## src/rtl/cmp_arbiter_pkg.sv

```systemverilog
// Shared definitions for the comparator arbiter: op codes, result constants
// and the round-robin pick helper.
package cmp_arbiter_pkg;

   localparam int MAX_REQ = 4;
   localparam int IDX_W   = 2;

   localparam logic [1:0]  CMP_LT = 2'b00;
   localparam logic [1:0]  CMP_GT = 2'b01;

   localparam logic [31:0] RESULT_TRUE  = 32'd1;
   localparam logic [31:0] RESULT_FALSE = 32'd0;

   typedef struct packed {
      logic             hit;
      logic [IDX_W-1:0] idx;
   } rr_pick_t;

   // Scan in descending order so the last match written is the first set bit
   // at or after ptr, walking upward with wrap.
   function automatic rr_pick_t rr_pick(input logic [MAX_REQ-1:0] mask,
                                        input logic [IDX_W-1:0]   ptr,
                                        input int                 num);
      rr_pick_t r;
      int       j;
      r = '0;
      for (int k = num - 1; k >= 0; k--) begin
         j = (int'(ptr) + k) % num;
         if (mask[j]) begin
            r.hit = 1'b1;
            r.idx = j[IDX_W-1:0];
         end
      end
      return r;
   endfunction

endpackage

```

## src/rtl/cmp_arbiter_unit.sv

```systemverilog
// Signed 32-bit comparator: less-than, greater-than, or zero for illegal ops.
module cmp_arbiter_unit
   import cmp_arbiter_pkg::*;
(
   input  logic [31:0] src1,
   input  logic [31:0] src2,
   input  logic [1:0]  op,
   output logic [31:0] result,
   output logic        illegal
);

   always_comb begin
      // NOTE: default every output first so no path through the case leaves a
      // value unassigned, which would infer a latch.
      result  = RESULT_FALSE;
      illegal = op[1];
      case (op)
         CMP_LT:  result = ($signed(src1) < $signed(src2)) ? RESULT_TRUE : RESULT_FALSE;
         CMP_GT:  result = ($signed(src1) > $signed(src2)) ? RESULT_TRUE : RESULT_FALSE;
         default: result = RESULT_FALSE;
      endcase
   end

endmodule

```

## src/rtl/cmp_arbiter.sv

```systemverilog
// Round-robin arbiter sharing one signed comparator between NUM_REQ requesters,
// with a single registered result slot and a drained-result counter.
module cmp_arbiter
   import cmp_arbiter_pkg::*;
#(
   parameter int NUM_REQ = 2,
   parameter int CNT_W   = 16
) (
   input  logic                  clk,
   input  logic                  rst_n,
   input  logic [NUM_REQ-1:0]    req_valid,
   output logic [NUM_REQ-1:0]    req_ready,
   input  logic [NUM_REQ*32-1:0] req_src1,
   input  logic [NUM_REQ*32-1:0] req_src2,
   input  logic [NUM_REQ*2-1:0]  req_op,
   output logic [NUM_REQ-1:0]    rsp_valid,
   input  logic [NUM_REQ-1:0]    rsp_ready,
   output logic [31:0]           rsp_data,
   output logic                  rsp_illegal,
   output logic [CNT_W-1:0]      op_count
);

   logic [IDX_W-1:0]   owner;
   logic [IDX_W-1:0]   rr_ptr;
   logic [IDX_W-1:0]   next_ptr;
   logic [MAX_REQ-1:0] valid_pad;
   logic [MAX_REQ-1:0] ready_pad;
   rr_pick_t           pick;
   logic               slot_full;
   logic               drain;
   logic               slot_free;
   logic               xfer;
   logic [31:0]        mux_src1;
   logic [31:0]        mux_src2;
   logic [1:0]         mux_op;
   logic [31:0]        cmp_result;
   logic               cmp_illegal;

   assign valid_pad = MAX_REQ'(req_valid);
   assign ready_pad = MAX_REQ'(rsp_ready);

   // Only the owner's rsp_ready can drain the slot; other bits are ignored.
   assign slot_full = |rsp_valid;
   assign drain     = slot_full & ready_pad[owner];
   assign slot_free = ~slot_full | drain;

   assign pick     = rr_pick(valid_pad, rr_ptr, NUM_REQ);
   assign xfer     = slot_free & pick.hit;
   assign next_ptr = IDX_W'((int'(pick.idx) + 1) % NUM_REQ);

   always_comb begin
      req_ready = '0;
      mux_src1  = '0;
      mux_src2  = '0;
      mux_op    = '0;
      for (int i = 0; i < NUM_REQ; i++) begin
         if (pick.idx == IDX_W'(i)) begin
            req_ready[i] = xfer;
            mux_src1     = req_src1[32*i +: 32];
            mux_src2     = req_src2[32*i +: 32];
            mux_op       = req_op[2*i +: 2];
         end
      end
   end

   cmp_arbiter_unit u_cmp (
      .src1    (mux_src1),
      .src2    (mux_src2),
      .op      (mux_op),
      .result  (cmp_result),
      .illegal (cmp_illegal)
   );

   // A drain without a new transfer empties the slot but keeps the last
   // rsp_data / rsp_illegal values visible.
   always_ff @(posedge clk or negedge rst_n) begin
      // NOTE: sequential state uses non-blocking assignments so every register
      // samples pre-edge values regardless of statement order.
      if (!rst_n) begin
         rsp_valid   <= '0;
         rsp_data    <= '0;
         rsp_illegal <= 1'b0;
         owner       <= '0;
         rr_ptr      <= '0;
         op_count    <= '0;
      end else begin
         if (drain) begin
            op_count <= op_count + 1'b1;
         end
         if (xfer) begin
            rsp_valid   <= req_ready;
            rsp_data    <= cmp_result;
            rsp_illegal <= cmp_illegal;
            owner       <= pick.idx;
            rr_ptr      <= next_ptr;
         end else if (drain) begin
            rsp_valid <= '0;
         end
      end
   end

endmodule

```

## config.mk

```make
export PLATFORM = sky130hd
export DESIGN_NAME = cmp_arbiter
export DESIGN_NICKNAME = d
export VERILOG_FILES = /design/src/rtl/cmp_arbiter_pkg.sv /design/src/rtl/cmp_arbiter_unit.sv /design/src/rtl/cmp_arbiter.sv
export SDC_FILE = /design/constraint.sdc
export NUM_CORES = 1
export LEC_CHECK = 0
export CAP_MARGIN = 20
export CORE_MARGIN = 2
export CORE_UTILIZATION = 36
export CTS_BUF_LIST = sky130_fd_sc_hd__clkbuf_8
export DETAILED_ROUTE_END_ITERATION = 10
export PLACE_DENSITY = 0.84
export SLEW_MARGIN = 10
export SYNTH_ARGS = -nofsm -noshare
export SYNTH_HDL_FRONTEND = slang
export SYNTH_SLANG_ARGS = --single-unit
```

## constraint.sdc

```tcl
create_clock -name clk -period 3.75 [get_ports clk]
set_input_delay 0.375 -clock clk [delete_from_list [all_inputs] [get_ports clk]]
set_output_delay 0.375 -clock clk [all_outputs]
set_load 0.05 [all_outputs]
```

==> impl_metrics.ini <==
[run_status]
outcome = finished, final reports clean

[setup_path]
cpMaxStageDelayCell = clkdlybuf4s50_1
startpoint = req_valid[0]
path_class = input port to register
cp-end-kind = register
slowest_delay_ns = 0.49
crit_required_ns = 3.91
crit_path_cell_trace = clkdlybuf4s50_1 > inv_1 > o21ai_4 > buf_12 > buf_12 > mux2_2 > ha_1 > nor2b_1 > o211ai_1 > a21bo_2 > o211ai_1 > a211oi_2 > xnor2_1 > or3_1 > o311ai_1
crit_arrival_ns = 3.58
path_delay_family = buffers and inverters
path_max_fanout = 36
cp-start-kind = input port
critical_path_buf_inv_count = 4
r2r_start = rr_ptr[0]$_DFFE_PN0P_

[placed_design]
dp_cells = 526
placed_cell_area_um2 = 4253
io_buffer_count = 159
dp_hpwl_um = 6160
place.gp.congestion = 0.8193

[timing]
holdWs_ns = 0.4723
setup_viol = 0
hold_violations = 0
setup_tns_ns = 0
finClkSkew_ns = 0.0004229
min_period_ns = 3.419
worst_slew_pin_slew_ns = 0.9526
rsz0062_at_grt = false
slew_headroom = 0.3629
final.period_utilization = 0.9116
fmax_mhz = 292.5
final-max-slew-violation-count = 0

[worst_hold_path]
min_from = op_count[15]$_DFFE_PN0P_
hp-class = register to register

[clock_tree]
cts_sinks = 22
clock-root-buffer = clkbuf_8
htreeDepth = 1
worstSkewPairLatency_ns = 0.26
cts_resized = 0
holdBufCountCts = 0
cts_tree = built
cts_setup_buffers = 0
clk_pin_slew_ns = 0.08
cts_buffers = 3
cts_max_path_buffers = 2

[final_layout]
multi_input_area_um2 = 1924
diodes = 0
fin_cells = 530
fin_area_um2 = 4308
num-nets-final = 603
final_core_util = 0.6003
seq_area_um2 = 550.5
fillers = 606
area_growth_pct = 63.80
drive_gt1_frac = 0.1114

[routing]
firstDrtPassIters = 4
drc = 0
viasPerCell = 4.725
wl_um = 6938
num_vias = 2504
antenna_left = 0
wl_per_cell_um = 13.09
drtIter0Drc = 54

[power_and_ir_drop]
ir_drop_uv = 156.4
cellLeakagePower_nw = 1.966
power_density_nw_per_um2 = 376.3

[floorplan]
rows = 31
fp.coreArea_um2 = 7176
num_io_pins = 191
die_h_um = 89.47
start_util = 0.3665
fp.dieW_um = 89.47
die_area_um2 = 8005

[synth]
yosys.area.top_type = dfrtp_1
async_flop_share = 1.000
ys_ff_latch = 22
netlist_area_um2 = 2630
netlist_instances = 273
yosysWarnings = 0
syn_avg_cell_area_um2 = 9.634
post_synth_main_area_contributors = dfrtp_1, ha_1, mux2_2
ys_types = 35
synth_flop_cell = dfrtp_1
synth_edf_count = 0
synth_top_area_frac = 0.2093
synth_seq_area_share = 0.2093

[run]
cap_violations = 0

[global_route]
grt_max_degree = 37
grt.total_usage = 0.1662
antenna_found_initial = 0
grt_pass1_vias = 2474
overflow = 0
grt_pass1_wl_um = 10580
where the power goes:
part	internal, mW	total, mW	switching (mW)
Clock	0.0934	0.167	0.0731
Combinational	0.489	1.08	0.591
Sequential	0.302	0.375	0.0732
Total	0.884	1.62	0.737
final timing paths:
check	to	depth (start not counted)	slack, ns
worst min-delay path	op_count[15]$_DFFE_PN0P_	1	0.47
max in group asynchronous	rsp_valid[0]$_DFFE_PN0P_	1	2.53
worst max-delay path	rsp_data[0]$_DFFE_PN0P_	15	0.33
worst max register to register	rsp_data[0]$_DFFE_PN0P_	13	0.57
min in group asynchronous	op_count[12]$_DFFE_PN0P_	1	0.64
worst min register to register	op_count[15]$_DFFE_PN0P_	1	0.47
worst reg2reg max path: stages (launching register included):
cell and delay, ns:
dfrtp_1 0.41, o21ai_4 0.19, buf_12 0.22, buf_12 0.26
mux2_2 0.38, ha_1 0.29, nor2b_1 0.13, o211ai_1 0.15
a21bo_2 0.15, o211ai_1 0.11, a211oi_2 0.30, xnor2_1 0.09
or3_1 0.31, o311ai_1 0.08
Yosys cell counts (4+ instances only):
| master | number |
|---|---|
| buf_2 | 4 |
| nand3_1 | 4 |
| ha_1 | 33 |
| inv_1 | 4 |
| and4_1 | 5 |
| mux2_2 | 33 |
| o21ai_0 | 4 |
| nand2_1 | 21 |
| xnor2_1 | 9 |
| nor2_1 | 10 |
| a21o_1 | 4 |
| nand4_1 | 5 |
| xor2_1 | 7 |
| mux2i_1 | 36 |
| a21oi_1 | 12 |
| o21ai_1 | 5 |
| buf_4 | 31 |
| dfrtp_1 | 22 |
sequential cells by signal (all words and copies together), names as in the netlist:
name and count:
rsp_data 1, op_count 16, rr_ptr 1, rsp_illegal 1, owner 1, rsp_valid 2
cell families (layout without fill, tap and decap cells):
family / after synthesis / count (layout) / share of synthesized area
other: 1 / 31 / 0.001426
multiplexers: 69 / 69 / 0.2783
buffers and inverters: 42 / 170 / 0.1061
adder cells (fa/ha/maj): 33 / 33 / 0.1570
AO/OA/AOI/OAI: 35 / 35 / 0.08658
XOR/XNOR: 16 / 16 / 0.05328
AND/OR/NAND/NOR: 55 / 55 / 0.1080
flip-flops: 22 / 22 / 0.2093
layer usage:
layer / vias to the layer above / global-route usage / part of all wire / routed length (um)
met5: - / 0 / 0 / 0
met4: 0 / 0.03121 / 0.012 / 84
met3: 8 / 0.02678 / 0.073 / 504
met2: 111 / 0.3333 / 0.52 / 3585
met1: 1139 / 0.1817 / 0.40 / 2764
li1: 1246 / - / - / -
layout by cell type, fill, tap and decap left out, drive strengths merged:
| cell type | n |
|---|---|
| nor2b | 2 |
| o311ai | 1 |
| buf | 3 |
| nand2 | 21 |
| xnor2 | 9 |
| conb | 31 |
| nor2 | 11 |
| and3 | 3 |
| o211ai | 2 |
| a21bo | 1 |
| a21o | 4 |
| nand3 | 4 |
| nor4 | 1 |
| inv | 4 |
| and4 | 6 |
| nand2b | 1 |
| clkbuf | 4 |
| nand4 | 5 |
| dfrtp | 22 |
| mux2 | 33 |
| a31oi | 1 |
| ha | 33 |
| xor2 | 7 |
| a21oi | 14 |
| or3 | 1 |
| o21ai | 9 |
| a221oi | 1 |
| a211oi | 2 |
| mux2i | 36 |
| clkdlybuf4s50 | 159 |
area by class of cell:
type | instances | share of cell area
Multi-Input combinational cell | 239 | 0.4467
Sequential cell | 22 | 0.1278
Inverter | 4 | 0.003485
Tap cell | 99 | 0.02875
Timing Repair Buffer | 162 | 0.3805
Clock buffer | 4 | 0.01278
stage by stage:
| stage | power (mW) | worst slack, ns |
|---|---|---|
| after CTS | 1.636 | 0.3208 |
| after floorplan | 1.099 | 0.6085 |
| final | 1.621 | 0.3313 |
| after global routing | 1.733 | 0.06744 |
| after global placement | 1.443 | 0.1807 |
| after detailed placement | 1.467 | 0.05833 |
No activity file was read; power rests on OpenSTA's default activity.
